File: src/rtl/multchan_pkg.sv
// multchan_pkg: shared constants, header field layout, RX state enum and length clamp.
// Optional feature macro: MULTCHAN_CHECKSUM_EN appends and checks a trailing XOR byte per frame.
package multchan_pkg;
  localparam int LEN_BIT = 5;
  localparam int HDR_CH_LSB = 5;
  localparam int HDR_LEN_LSB = 0;
`ifdef MULTCHAN_CHECKSUM_EN
  localparam bit CKS_EN = 1'b1;
`else
  localparam bit CKS_EN = 1'b0;
`endif
  typedef enum logic [1:0] {RX_IDLE, RX_PAYLOAD, RX_HOLD} rx_state_t;
  function automatic logic [LEN_BIT-1:0] clamp_len(input logic [LEN_BIT-1:0] len, input int maxb);
    return int'(len) > maxb ? LEN_BIT'(maxb) : len;
  endfunction
endpackage

File: src/rtl/multchan_rx_deframer.sv
// multchan_rx_deframer: pops bytes from the receiver, rebuilds frames, and holds one message per channel.
// Ports: clk, rst (async active-low); recv_data/recvable/recv_flag byte-receiver handshake;
// read_flag pops a channel slot; readable flags full slots; read_data shows the lowest full slot.
// MULTCHAN_CHECKSUM_EN: a trailing XOR byte is expected and mismatching frames are dropped.
module multchan_rx_deframer
  import multchan_pkg::*;
#(
  parameter int CHANNEL_BIT = 1,
  parameter int MESSAGE_BIT = 72
) (
  input  logic                            clk,
  input  logic                            rst,
  input  logic [7:0]                      recv_data,
  input  logic                            recvable,
  output logic                            recv_flag,
  input  logic [(1<<CHANNEL_BIT)-1:0]     read_flag,
  output logic [(1<<CHANNEL_BIT)-1:0]     readable,
  output logic [LEN_BIT+MESSAGE_BIT-1:0]  read_data
);
  localparam int NCH = 1 << CHANNEL_BIT;
  localparam int MAXB = MESSAGE_BIT / 8;
  rx_state_t state;
  logic gap, is_cks, last, good, done, store;
  logic [CHANNEL_BIT-1:0] ch, dch;
  logic [LEN_BIT-1:0] len, dlen, cnt;
  logic [7:0] cks;
  logic [MESSAGE_BIT-1:0] data_q, nbuf;
  logic [LEN_BIT+MESSAGE_BIT-1:0] slot [NCH];
  // In IDLE the header byte itself supplies channel/length, so a zero-length frame completes on its pop.
  always_comb begin
    recv_flag = recvable & ~gap & (state != RX_HOLD);
    dch = state == RX_IDLE ? recv_data[HDR_CH_LSB +: CHANNEL_BIT] : ch;
    dlen = state == RX_IDLE ? recv_data[HDR_LEN_LSB +: LEN_BIT] : len;
    is_cks = CKS_EN && cnt == len;
    last = CKS_EN ? cnt == len : cnt + LEN_BIT'(1) == len;
    good = !(state == RX_PAYLOAD && is_cks) || recv_data == cks;
    done = state == RX_HOLD || recv_flag && (state == RX_IDLE ? !CKS_EN && dlen == '0 : last);
    store = done && good && (!readable[dch] || read_flag[dch]);
    nbuf = data_q;
    if (state == RX_IDLE)
      nbuf = '0;
    else if (recv_flag && state == RX_PAYLOAD && !is_cks && int'(cnt) < MAXB)
      nbuf[int'(cnt)*8 +: 8] = recv_data;
    read_data = '0;
    for (int c = NCH - 1; c >= 0; c--)
      if (readable[c]) read_data = slot[c];
  end
  // gap resets high so no byte is popped while rst is low and pops are spaced by a cycle.
  always_ff @(posedge clk or negedge rst) begin
    if (!rst) begin
      state <= RX_IDLE;
      gap <= 1'b1;
      ch <= '0;
      len <= '0;
      cnt <= '0;
      cks <= '0;
      data_q <= '0;
      readable <= '0;
      for (int c = 0; c < NCH; c++) slot[c] <= '0;
    end else begin
      gap <= recv_flag;
      data_q <= nbuf;
      if (recv_flag && state == RX_IDLE) begin
        ch <= dch;
        len <= dlen;
        cnt <= '0;
        cks <= recv_data;
      end else if (recv_flag) begin
        cnt <= cnt + LEN_BIT'(1);
        cks <= cks ^ recv_data;
      end
      if (done) state <= good && !store ? RX_HOLD : RX_IDLE;
      else if (recv_flag) state <= RX_PAYLOAD;
      for (int c = 0; c < NCH; c++)
        if (store && dch == CHANNEL_BIT'(c)) begin
          readable[c] <= 1'b1;
          slot[c] <= {clamp_len(dlen, MAXB), nbuf};
        end else if (read_flag[c]) readable[c] <= 1'b0;
    end
  end
endmodule

File: src/rtl/multchan_comm.sv
// multchan_comm: multiplexes per-channel messages over one byte stream as {ch,len} header + LE payload.
// Ports: clk, rst (async active-low); send_flag/send_data/sendable to the byte transmitter;
// recv_flag/recv_data/recvable from the byte receiver; write_flag/write_data/writable per-channel TX slots;
// read_flag/read_data/readable per-channel RX slots (read_data = lowest readable channel).
// MULTCHAN_CHECKSUM_EN: each frame carries a trailing XOR of header and payload bytes.
module multchan_comm
  import multchan_pkg::*;
#(
  parameter int CHANNEL_BIT = 1,
  parameter int MESSAGE_BIT = 72
) (
  input  logic                            clk,
  input  logic                            rst,
  output logic                            send_flag,
  output logic [7:0]                      send_data,
  output logic                            recv_flag,
  input  logic [7:0]                      recv_data,
  input  logic                            sendable,
  input  logic                            recvable,
  input  logic [(1<<CHANNEL_BIT)-1:0]     read_flag,
  output logic [LEN_BIT+MESSAGE_BIT-1:0]  read_data,
  input  logic [(1<<CHANNEL_BIT)-1:0]     write_flag,
  input  logic [LEN_BIT+MESSAGE_BIT-1:0]  write_data,
  output logic [(1<<CHANNEL_BIT)-1:0]     readable,
  output logic [(1<<CHANNEL_BIT)-1:0]     writable
);
  localparam int NCH = 1 << CHANNEL_BIT;
  localparam int MAXB = MESSAGE_BIT / 8;
  localparam int W = LEN_BIT + MESSAGE_BIT;
  logic [NCH-1:0] full;
  logic [W-1:0] tx [NCH];
  logic busy, gap, pend, last;
  logic [CHANNEL_BIT-1:0] cur, pick;
  logic [LEN_BIT-1:0] len;
  logic [5:0] pos;
  logic [7:0] cks, tx_byte;
  // pos 0 is the header, 1..len the payload, len+1 the checksum byte when enabled.
  always_comb begin
    pick = '0;
    pend = 1'b0;
    for (int c = NCH - 1; c >= 0; c--)
      if (full[c]) begin
        pick = CHANNEL_BIT'(c);
        pend = 1'b1;
      end
    tx_byte = cks;
    if (pos == '0) tx_byte = {3'(cur), len};
    else if (pos <= {1'b0, len}) tx_byte = tx[cur][(int'(pos) - 1)*8 +: 8];
    last = pos == (CKS_EN ? {1'b0, len} + 6'd1 : {1'b0, len});
    send_flag = busy & sendable & ~gap;
    send_data = busy ? tx_byte : '0;
    writable = ~full;
  end
  always_ff @(posedge clk or negedge rst) begin
    if (!rst) begin
      full <= '0;
      busy <= 1'b0;
      gap <= 1'b0;
      cur <= '0;
      len <= '0;
      pos <= '0;
      cks <= '0;
      for (int c = 0; c < NCH; c++) tx[c] <= '0;
    end else begin
      gap <= send_flag;
      for (int c = 0; c < NCH; c++)
        if (write_flag[c] && !full[c]) begin
          full[c] <= 1'b1;
          tx[c] <= write_data;
        end else if (send_flag && last && cur == CHANNEL_BIT'(c)) full[c] <= 1'b0;
      if (!busy) begin
        busy <= pend;
        cur <= pick;
        len <= clamp_len(tx[pick][W-1 -: LEN_BIT], MAXB);
        pos <= '0;
        cks <= '0;
      end else if (send_flag) begin
        pos <= pos + 6'd1;
        cks <= cks ^ send_data;
        if (last) busy <= 1'b0;
      end
    end
  end
  multchan_rx_deframer #(.CHANNEL_BIT(CHANNEL_BIT), .MESSAGE_BIT(MESSAGE_BIT)) u_rx (
    .clk(clk),
    .rst(rst),
    .recv_data(recv_data),
    .recvable(recvable),
    .recv_flag(recv_flag),
    .read_flag(read_flag),
    .readable(readable),
    .read_data(read_data)
  );
endmodule

File: config.mk
export PLATFORM = sky130hd
export DESIGN_NAME = multchan_comm
export DESIGN_NICKNAME = d
export VERILOG_FILES = /design/src/rtl/multchan_pkg.sv /design/src/rtl/multchan_rx_deframer.sv /design/src/rtl/multchan_comm.sv
export SDC_FILE = /design/constraint.sdc
export NUM_CORES = 1
export LEC_CHECK = 0
export BUFFER_PORTS_ARGS = -buffer_cell sky130_fd_sc_hd__buf_2
export CAP_MARGIN = 20
export CORE_UTILIZATION = 50
export CTS_CLUSTER_SIZE = 10
export DETAILED_ROUTE_END_ITERATION = 12
export GPL_TIMING_DRIVEN = 0
export PLACE_DENSITY = 0.74
export SYNTH_ARGS = -nofsm -noshare
export SYNTH_HDL_FRONTEND = slang
export SYNTH_HIERARCHICAL = 1
export SYNTH_SLANG_ARGS = --single-unit
export TNS_END_PERCENT = 10
File: constraint.sdc
create_clock -name clk -period 3.6 [get_ports clk]
set_input_delay 0.72 -clock clk [delete_from_list [all_inputs] [get_ports clk]]
set_output_delay 0.72 -clock clk [all_outputs]
set_load 0.03 [all_outputs]
## After elaboration in Yosys (flattened, before gate mapping)

Index checks and enable logic that the tools add are counted.
Widths: inputs -> output; s select.

| word-level totals | value |
|---|---|
| bits in writable memories | 0 |
| memories | 0 |
| register bits after elaboration | 420 |
| latch bits | 0 |
| word-level logic and storage cells | 124 |
| output and inout port bits | 91 |
| memory bits (read-only) | 0 |

| cells by class | value |
|---|---|
| $mul | 0 |
| order comparisons | 7 |
| mux-type cells | 46 |
| shift operators | 3 |
| reductions and logical operators | 26 |
| bitwise operators | 12 |
| eq/ne operators | 6 |
| divide/modulo/power cells | 0 |
| $add $sub $neg | 4 |

Operators with widths:

| operator | number |
|---|---|
| $mux 77 | 8 |
| $mux 72 | 2 |
| $shiftx 77x10->8 | 1 |
| $bwmux 72 | 1 |
| $shift 8x33->72 const A | 1 |
| $shiftx 8x33->72 | 1 |
| $mux 8 | 5 |
| $neg 8->33 | 1 |
| $mux 5 | 5 |
| $mux 1 | 20 |
| $logic_and 1x1->1 | 12 |
| $mux 6 | 2 |
| $reduce_bool 2->1 | 6 |
| $gt 5x4->1 const B | 2 |
| $xor 8x8->8 | 1 |
| $sub 6x1->7 const B | 1 |
| $add 6x1->6 const B | 1 |
| $eq 6x5->1 | 1 |
| $le 6x5->1 | 1 |
| $logic_not 6->1 | 1 |
| $mux 2 | 3 |
| $add 5x1->5 const B | 1 |
| $eq 5x5->1 | 1 |
| $logic_not 5->1 | 1 |
| 13 further kinds | 25 |

## Depth between registers and ports, before layout

| depth | value |
|---|---|
| depth in word-level cells | 11 |
| depth in mapped cells | 12 |
| depth with buffers taken out | 10 |

## Hierarchy

Netlist, hierarchy kept.

By module, submodules not included:

| module | cells each | area each (µm²) | times used |
|---|---|---|---|
| multchan_rx_deframer | 998 | 11,398.4 | 1 |
| multchan_comm | 633 | 8,622.0 | 1 |

## Least setup slack after synthesis

Ideal clock, no wire load.

| timing path | value |
|---|---|
| path kind | flip-flop to output port |
| start | register pos[0] |
| end | output send_data[3] |
| setup slack | -0.258 ns |
| arrival time | 3.138 ns |
| required time | 2.880 ns |
| cell stages (with the launch flop) | 12 |
| path through | dfrtp_1 -> buf_4 -> buf_2 -> inv_1 -> ha_1 -> clkbuf_1 -> clkbuf_1 -> o21ai_0 -> a31oi_1 -> o2111a_1 -> a211oi_1 -> a211oi_1 |

| between the ends | value |
|---|---|
| cells in the longest elaborated chain, start to end | 5 |
| elaborated cells between the ends (all ways) | 7 |
| classes of those cells | add/sub: 1; order compare: 1; shift: 1; mux: 3; reduce/logical: 1 |

RTL lines:

| element | line | text |
|---|---|---|
| start, declared | multchan_comm.sv:35 | `logic [5:0] pos;` |
| start signal, assigned | multchan_comm.sv:78 | `pos <= pos + 6'd1;` |
| $sub 6x1->7 | multchan_comm.sv:48 | `else if (pos <= {1'b0, len}) tx_byte = tx[cur][(int'(pos) - 1)*8 +: 8];` |
| $shiftx 77x10->8 | multchan_comm.sv:48 |  |
| $mux 8 | multchan_comm.sv:48 |  |
| $mux 8 * | multchan_comm.sv:47 | `if (pos == '0) tx_byte = {3'(cur), len};` |
| $mux 8 * | multchan_comm.sv:51 | `send_data = busy ? tx_byte : '0;` |
| end, declared | multchan_comm.sv:15 | `output logic [7:0] send_data,` |

Mark *: on every way between the ends. The rest lies on a longest branch, timed or not.

## Worst setup path after layout

| timing path | value |
|---|---|
| start | register pos[0] |
| end | output send_data[1] |

The elaborated chain is that of the path after synthesis.

==> report_table.html <==
<table>
<tr><th>Metric</th><th>Value</th></tr>
<tr><th colspan="2">Status</th></tr>
<tr><td>Outcome</td><td>finished, violations left</td></tr>
<tr><td>Violations in the final reports</td><td>setup timing</td></tr>
<tr><th colspan="2">Drt</th></tr>
<tr><td>Post-detailed-route DRC marker count</td><td>0</td></tr>
<tr><td>Overall routed net length</td><td>55,200 um</td></tr>
<tr><td>Wire per inst</td><td>22.6 um</td></tr>
<tr><td>DRC violation total after the first TritonRoute iteration</td><td>1,249</td></tr>
<tr><td>Via count</td><td>14,500</td></tr>
<tr><td>Number of search-and-repair iterations in the first detailed-routing pass</td><td>5</td></tr>
<tr><td>Final ANT Viol Nets</td><td>0</td></tr>
<tr><td>Via density per instance</td><td>5.93</td></tr>
<tr><th colspan="2">Die</th></tr>
<tr><td>Count of boundary I/O pins</td><td>184</td></tr>
<tr><td>Site Rows</td><td>72</td></tr>
<tr><td>Area of the die</td><td>40,800 um^2</td></tr>
<tr><td>Core footprint</td><td>39,100 um^2</td></tr>
<tr><td>Initial core utilization</td><td>51.2%</td></tr>
<tr><td>Die height</td><td>202 um</td></tr>
<tr><td>Die width</td><td>202 um</td></tr>
<tr><th colspan="2">CTS</th></tr>
<tr><td>Hold-fix buffer count after cts</td><td>0</td></tr>
<tr><td>Num CTS Buffers</td><td>48</td></tr>
<tr><td>Insertion delay of the later-clocked pin in the worst-skew pair</td><td>580 ps</td></tr>
<tr><td>Clock transition at the registers of the reported paths</td><td>50 ps</td></tr>
<tr><td>H-tree level count</td><td>2</td></tr>
<tr><td>CTS root buffer</td><td>sky130_fd_sc_hd__clkbuf_16</td></tr>
<tr><td>Maximum clock insertion buffer count</td><td>3</td></tr>
<tr><td>TritonCTS clock tree</td><td>done</td></tr>
<tr><td>CTS Sinks</td><td>420</td></tr>
<tr><th colspan="2">Yosys</th></tr>
<tr><td>Post-synthesis async set-or-reset flop share</td><td>100%</td></tr>
<tr><td>Leading area contributor after synthesis</td><td>sky130_fd_sc_hd__dfrtp_1</td></tr>
<tr><td>Post-Syn Area per Cell</td><td>12.3 um^2</td></tr>
<tr><td>Netlist cell types</td><td>78</td></tr>
<tr><td>Synthesized netlist cell count</td><td>1,631</td></tr>
<tr><td>Syn_nets</td><td>1,734</td></tr>
<tr><td>Top cells by area, synth</td><td>sky130_fd_sc_hd__dfrtp_1 (52%), sky130_fd_sc_hd__mux2_2 (14%), sky130_fd_sc_hd__mux2i_1 (5.1%), sky130_fd_sc_hd__mux4_2 (4.2%), sky130_fd_sc_hd__a22o_1 (3.3%)</td></tr>
<tr><td>Number of warnings issued by yosys</td><td>6</td></tr>
<tr><td>Synthesized flop and latch total</td><td>420</td></tr>
<tr><td>Top cell type's share of synthesized area</td><td>52.4%</td></tr>
<tr><td>Post-synth top flop</td><td>sky130_fd_sc_hd__dfrtp_1</td></tr>
<tr><td>Post-Synthesis Cell Area</td><td>20,000 um^2</td></tr>
<tr><td>Number of synthesized flops with an enable pin</td><td>0</td></tr>
<tr><td>Seq/Total Area, Yosys</td><td>52.5%</td></tr>
<tr><th colspan="2">Worst setup path</th></tr>
<tr><td>Reg2Reg Setup Slack</td><td>170 ps</td></tr>
<tr><td>Worst Path Required</td><td>2880 ps</td></tr>
<tr><td>CP dominant cell by count</td><td>sky130_fd_sc_hd__buf_12</td></tr>
<tr><td>Arrival time of the worst setup path</td><td>3040 ps</td></tr>
<tr><td>Slowest library cell on the worst path</td><td>sky130_fd_sc_hd__dfrtp_2</td></tr>
<tr><td>Largest stage delay on the critical path</td><td>450 ps</td></tr>
<tr><td>CP Max Fanout</td><td>10</td></tr>
<tr><td>Nature of the critical path startpoint</td><td>flip-flop</td></tr>
<tr><td>Crit-path cells</td><td>buf_12 &gt; buf_12 &gt; clkinvlp_4 &gt; ha_4 &gt; clkbuf_8 &gt; nor2_1 &gt; o41ai_2 &gt; nand4_1 &gt; nand2_1 &gt; o221a_2 &gt; buf_6</td></tr>
<tr><td>Category of the worst setup path capture point</td><td>output port</td></tr>
<tr><td>Classification of the worst setup path</td><td>flip-flop to output port</td></tr>
<tr><th colspan="2">Global route</th></tr>
<tr><td>Number of global-route vias before repair</td><td>14,900</td></tr>
<tr><td>Residual overflow from global routing</td><td>0</td></tr>
<tr><td>First-pass GRT wire length</td><td>85,700 um</td></tr>
<tr><td>Initial antenna violation count</td><td>5</td></tr>
<tr><td>Pin count of the biggest net entering global routing</td><td>126</td></tr>
<tr><td>Global Route Usage Sum</td><td>27.2%</td></tr>
<tr><th colspan="2">STA</th></tr>
<tr><td>Final-report setup violation count</td><td>5</td></tr>
<tr><td>Final critical-path share of the clock period</td><td>104%</td></tr>
<tr><td>RSZ-0062 raised after global routing</td><td>true</td></tr>
<tr><td>Worst Hold Slack</td><td>69.7 ps</td></tr>
<tr><td>Fin. max-slew vios</td><td>0</td></tr>
<tr><td>Max Clk Rate</td><td>266 MHz</td></tr>
<tr><td>Hold Violations, Final</td><td>0</td></tr>
<tr><td>Min Clock Period, post-route</td><td>3760 ps</td></tr>
<tr><td>Post-route worst setup slack</td><td>-161 ps</td></tr>
<tr><td>Tightest slew margin relative to the limit</td><td>36.6%</td></tr>
<tr><td>Clock Skew</td><td>20.7 ps</td></tr>
<tr><td>Actual slew at the worst max-slew pin</td><td>951 ps</td></tr>
<tr><th colspan="2">Power</th></tr>
<tr><td>Static leakage</td><td>10.9 nW</td></tr>
<tr><td>Fraction of power consumed by the clock network</td><td>19.4%</td></tr>
<tr><td>Cell area power density</td><td>926 nW/um^2</td></tr>
<tr><td>Total chip power</td><td>22.1 mW</td></tr>
<tr><td>Comb power frac</td><td>45.8%</td></tr>
<tr><td>Net switching share of the total power</td><td>38.0%</td></tr>
<tr><td>Internal power summed over all cells</td><td>13.7 mW</td></tr>
<tr><td>Worst ir drop on vdd</td><td>0.593 mV</td></tr>
<tr><td>Seq pwr share</td><td>34.9%</td></tr>
<tr><td>Switching pwr</td><td>8.37 mW</td></tr>
<tr><th colspan="2">Place</th></tr>
<tr><td>Estimated wirelength of the detail-placed design</td><td>37,500 um</td></tr>
<tr><td>Pre-CTS setup slack</td><td>-1110 ps</td></tr>
<tr><td>I/O Buffers</td><td>178</td></tr>
<tr><td>Gp weighted congestion</td><td>0.897</td></tr>
<tr><td>Count of placed standard cells including taps</td><td>2,330</td></tr>
<tr><td>Post-Place Cell Area</td><td>21,700 um^2</td></tr>
<tr><th colspan="2">Cells and area</th></tr>
<tr><td>Layout filler cell count</td><td>3,105</td></tr>
<tr><td>Area used by multi-input combinational logic</td><td>8740 um^2</td></tr>
<tr><td>Non-filler instance count after layout</td><td>2,440</td></tr>
<tr><td>Share of cells above drive strength 1</td><td>37.6%</td></tr>
<tr><td>Area taken by flip-flops and latches</td><td>10,500 um^2</td></tr>
<tr><td>Leading cell type in the layout, fill and taps excluded</td><td>sky130_fd_sc_hd__dfrtp_1</td></tr>
<tr><td>Number of nets in the layout</td><td>2,007</td></tr>
<tr><td>Layout area overhead</td><td>18.9%</td></tr>
<tr><td>Highest-count cells in the layout ignoring fill and taps</td><td>sky130_fd_sc_hd__dfrtp_1 (414), sky130_fd_sc_hd__mux2_2 (249), sky130_fd_sc_hd__buf_2 (191)</td></tr>
<tr><td>Post-layout instance area</td><td>23,800 um^2</td></tr>
<tr><th colspan="2">Min path</th></tr>
<tr><td>Hold Path Class</td><td>input pin to async pin</td></tr>
<tr><th colspan="2">Run</th></tr>
<tr><td>Max-Cap Viols</td><td>0</td></tr>
</table>
==> synthesized netlist by cell type, drive strengths merged, types with 3 or more instances <==
library cell,number
clkbuf,49
nor2b,15
and2,4
nand4,12
a21oi,31
buf,62
o21ai,43
xnor2,7
inv,139
mux2i,115
o22ai,5
a31oi,9
ha,10
nand2b,8
o211ai,12
a22o,77
o21a,12
or3,6
mux2,261
and3,6
xor2,9
or2,5
or4,6
mux4,37
nand3,39
nor4,9
nand2,121
a211oi,10
a221oi,3
o31ai,5
nor2,26
nor3,26
dfrtp,419
==> cell type report <==
cell class | instances | share of cell area, %
Tap cell | 518 | 2.72
Timing Repair Buffer | 225 | 5.86
Inverter | 140 | 2.22
Clock buffer | 61 | 5.38
Antenna cell | 5 | 0.0526
Clock inverter | 2 | 0.0421
Multi-Input combinational cell | 960 | 36.7
Sequential cell | 420 | 44.2
Buffer | 109 | 2.80
==> power by group through the flow <==
stage	combinational, mW	clock, mW	sequential, mW
CTS	9.58	4.32	7.64
finish	10.1	4.27	7.69
detailed placement	8.21	0	7.70
global placement	7.99	0	7.55
global route	10.8	4.53	7.88
floorplan	6.11	0	7.33
==> worst max-delay path: cells and delay by family (launching register included) <==
family | cells | cell delay (ps)
DFF | 1 | 450
and+or+nand+nor | 3 | 470
adders and majority gates | 1 | 320
AOI/OAI and AO/OA | 2 | 570
buffers and inverters | 5 | 640
==> stage by stage <==
| stage | utilization, % | TNS [ps] |
|---|---|---|
| final | 60.9 | -423 |
| after global routing | 60.9 | -964 |
| after CTS | 60.4 | -423 |
| after detailed placement | 55.4 | -9000 |
| after global placement | 55.2 | -2606600 |
| after floorplan | - | -374 |
==> sequential cells by signal (all words and copies together), names as in the netlist <==
name and cells:
u_rx/len 5, u_rx/state 2, gap 1, tx 154
u_rx/readable 2, u_rx/slot 154, u_rx/gap 1, cur 1
u_rx/cnt 5, busy 1, u_rx/ch 1, cks 8
u_rx/data_q 72, pos 6, len 5, full 2
==> per-layer routing <==
layer	vias to the layer above	share of wire (%)	GRT usage [%]
met3	127	6.7	4.92
met2	576	47	42.3
met5	-	0	0
met4	0	3.6	10.2
li1	6314	-	-
met1	7451	43	38.2
==> cell families after synthesis <==
kind of cell / synth area share (%)
buffers and inverters: 5.36
muxes: 25.0
DFF: 52.5
AOI/OAI and AO/OA: 8.36
xor gates and xnor gates: 0.737
and+or+nand+nor: 7.42
adders and majority gates: 0.625
==> final timing paths <==
check | start | to | cells after the start
max in group asynchronous | rst | pos[0] | 3
min in group clk | write_data[25] | tx[25] | 2
setup reg to reg | u_rx/cnt[0] | u_rx/slot[122] | 11
hold / removal | rst | u_rx/slot[1] | 1
hold reg to reg | u_rx/slot[122] | u_rx/slot[122] | 1
setup / recovery | pos[0] | send_data[1] | 11
==> repair_timing <==
item,in CTS,in global routing
setup buffers,30,11
endpoints found under the setup margin,82,99
gates resized for setup,101,19
gates cloned,2,1
pin swaps,21,14
No activity file was read; power rests on OpenSTA's default activity.
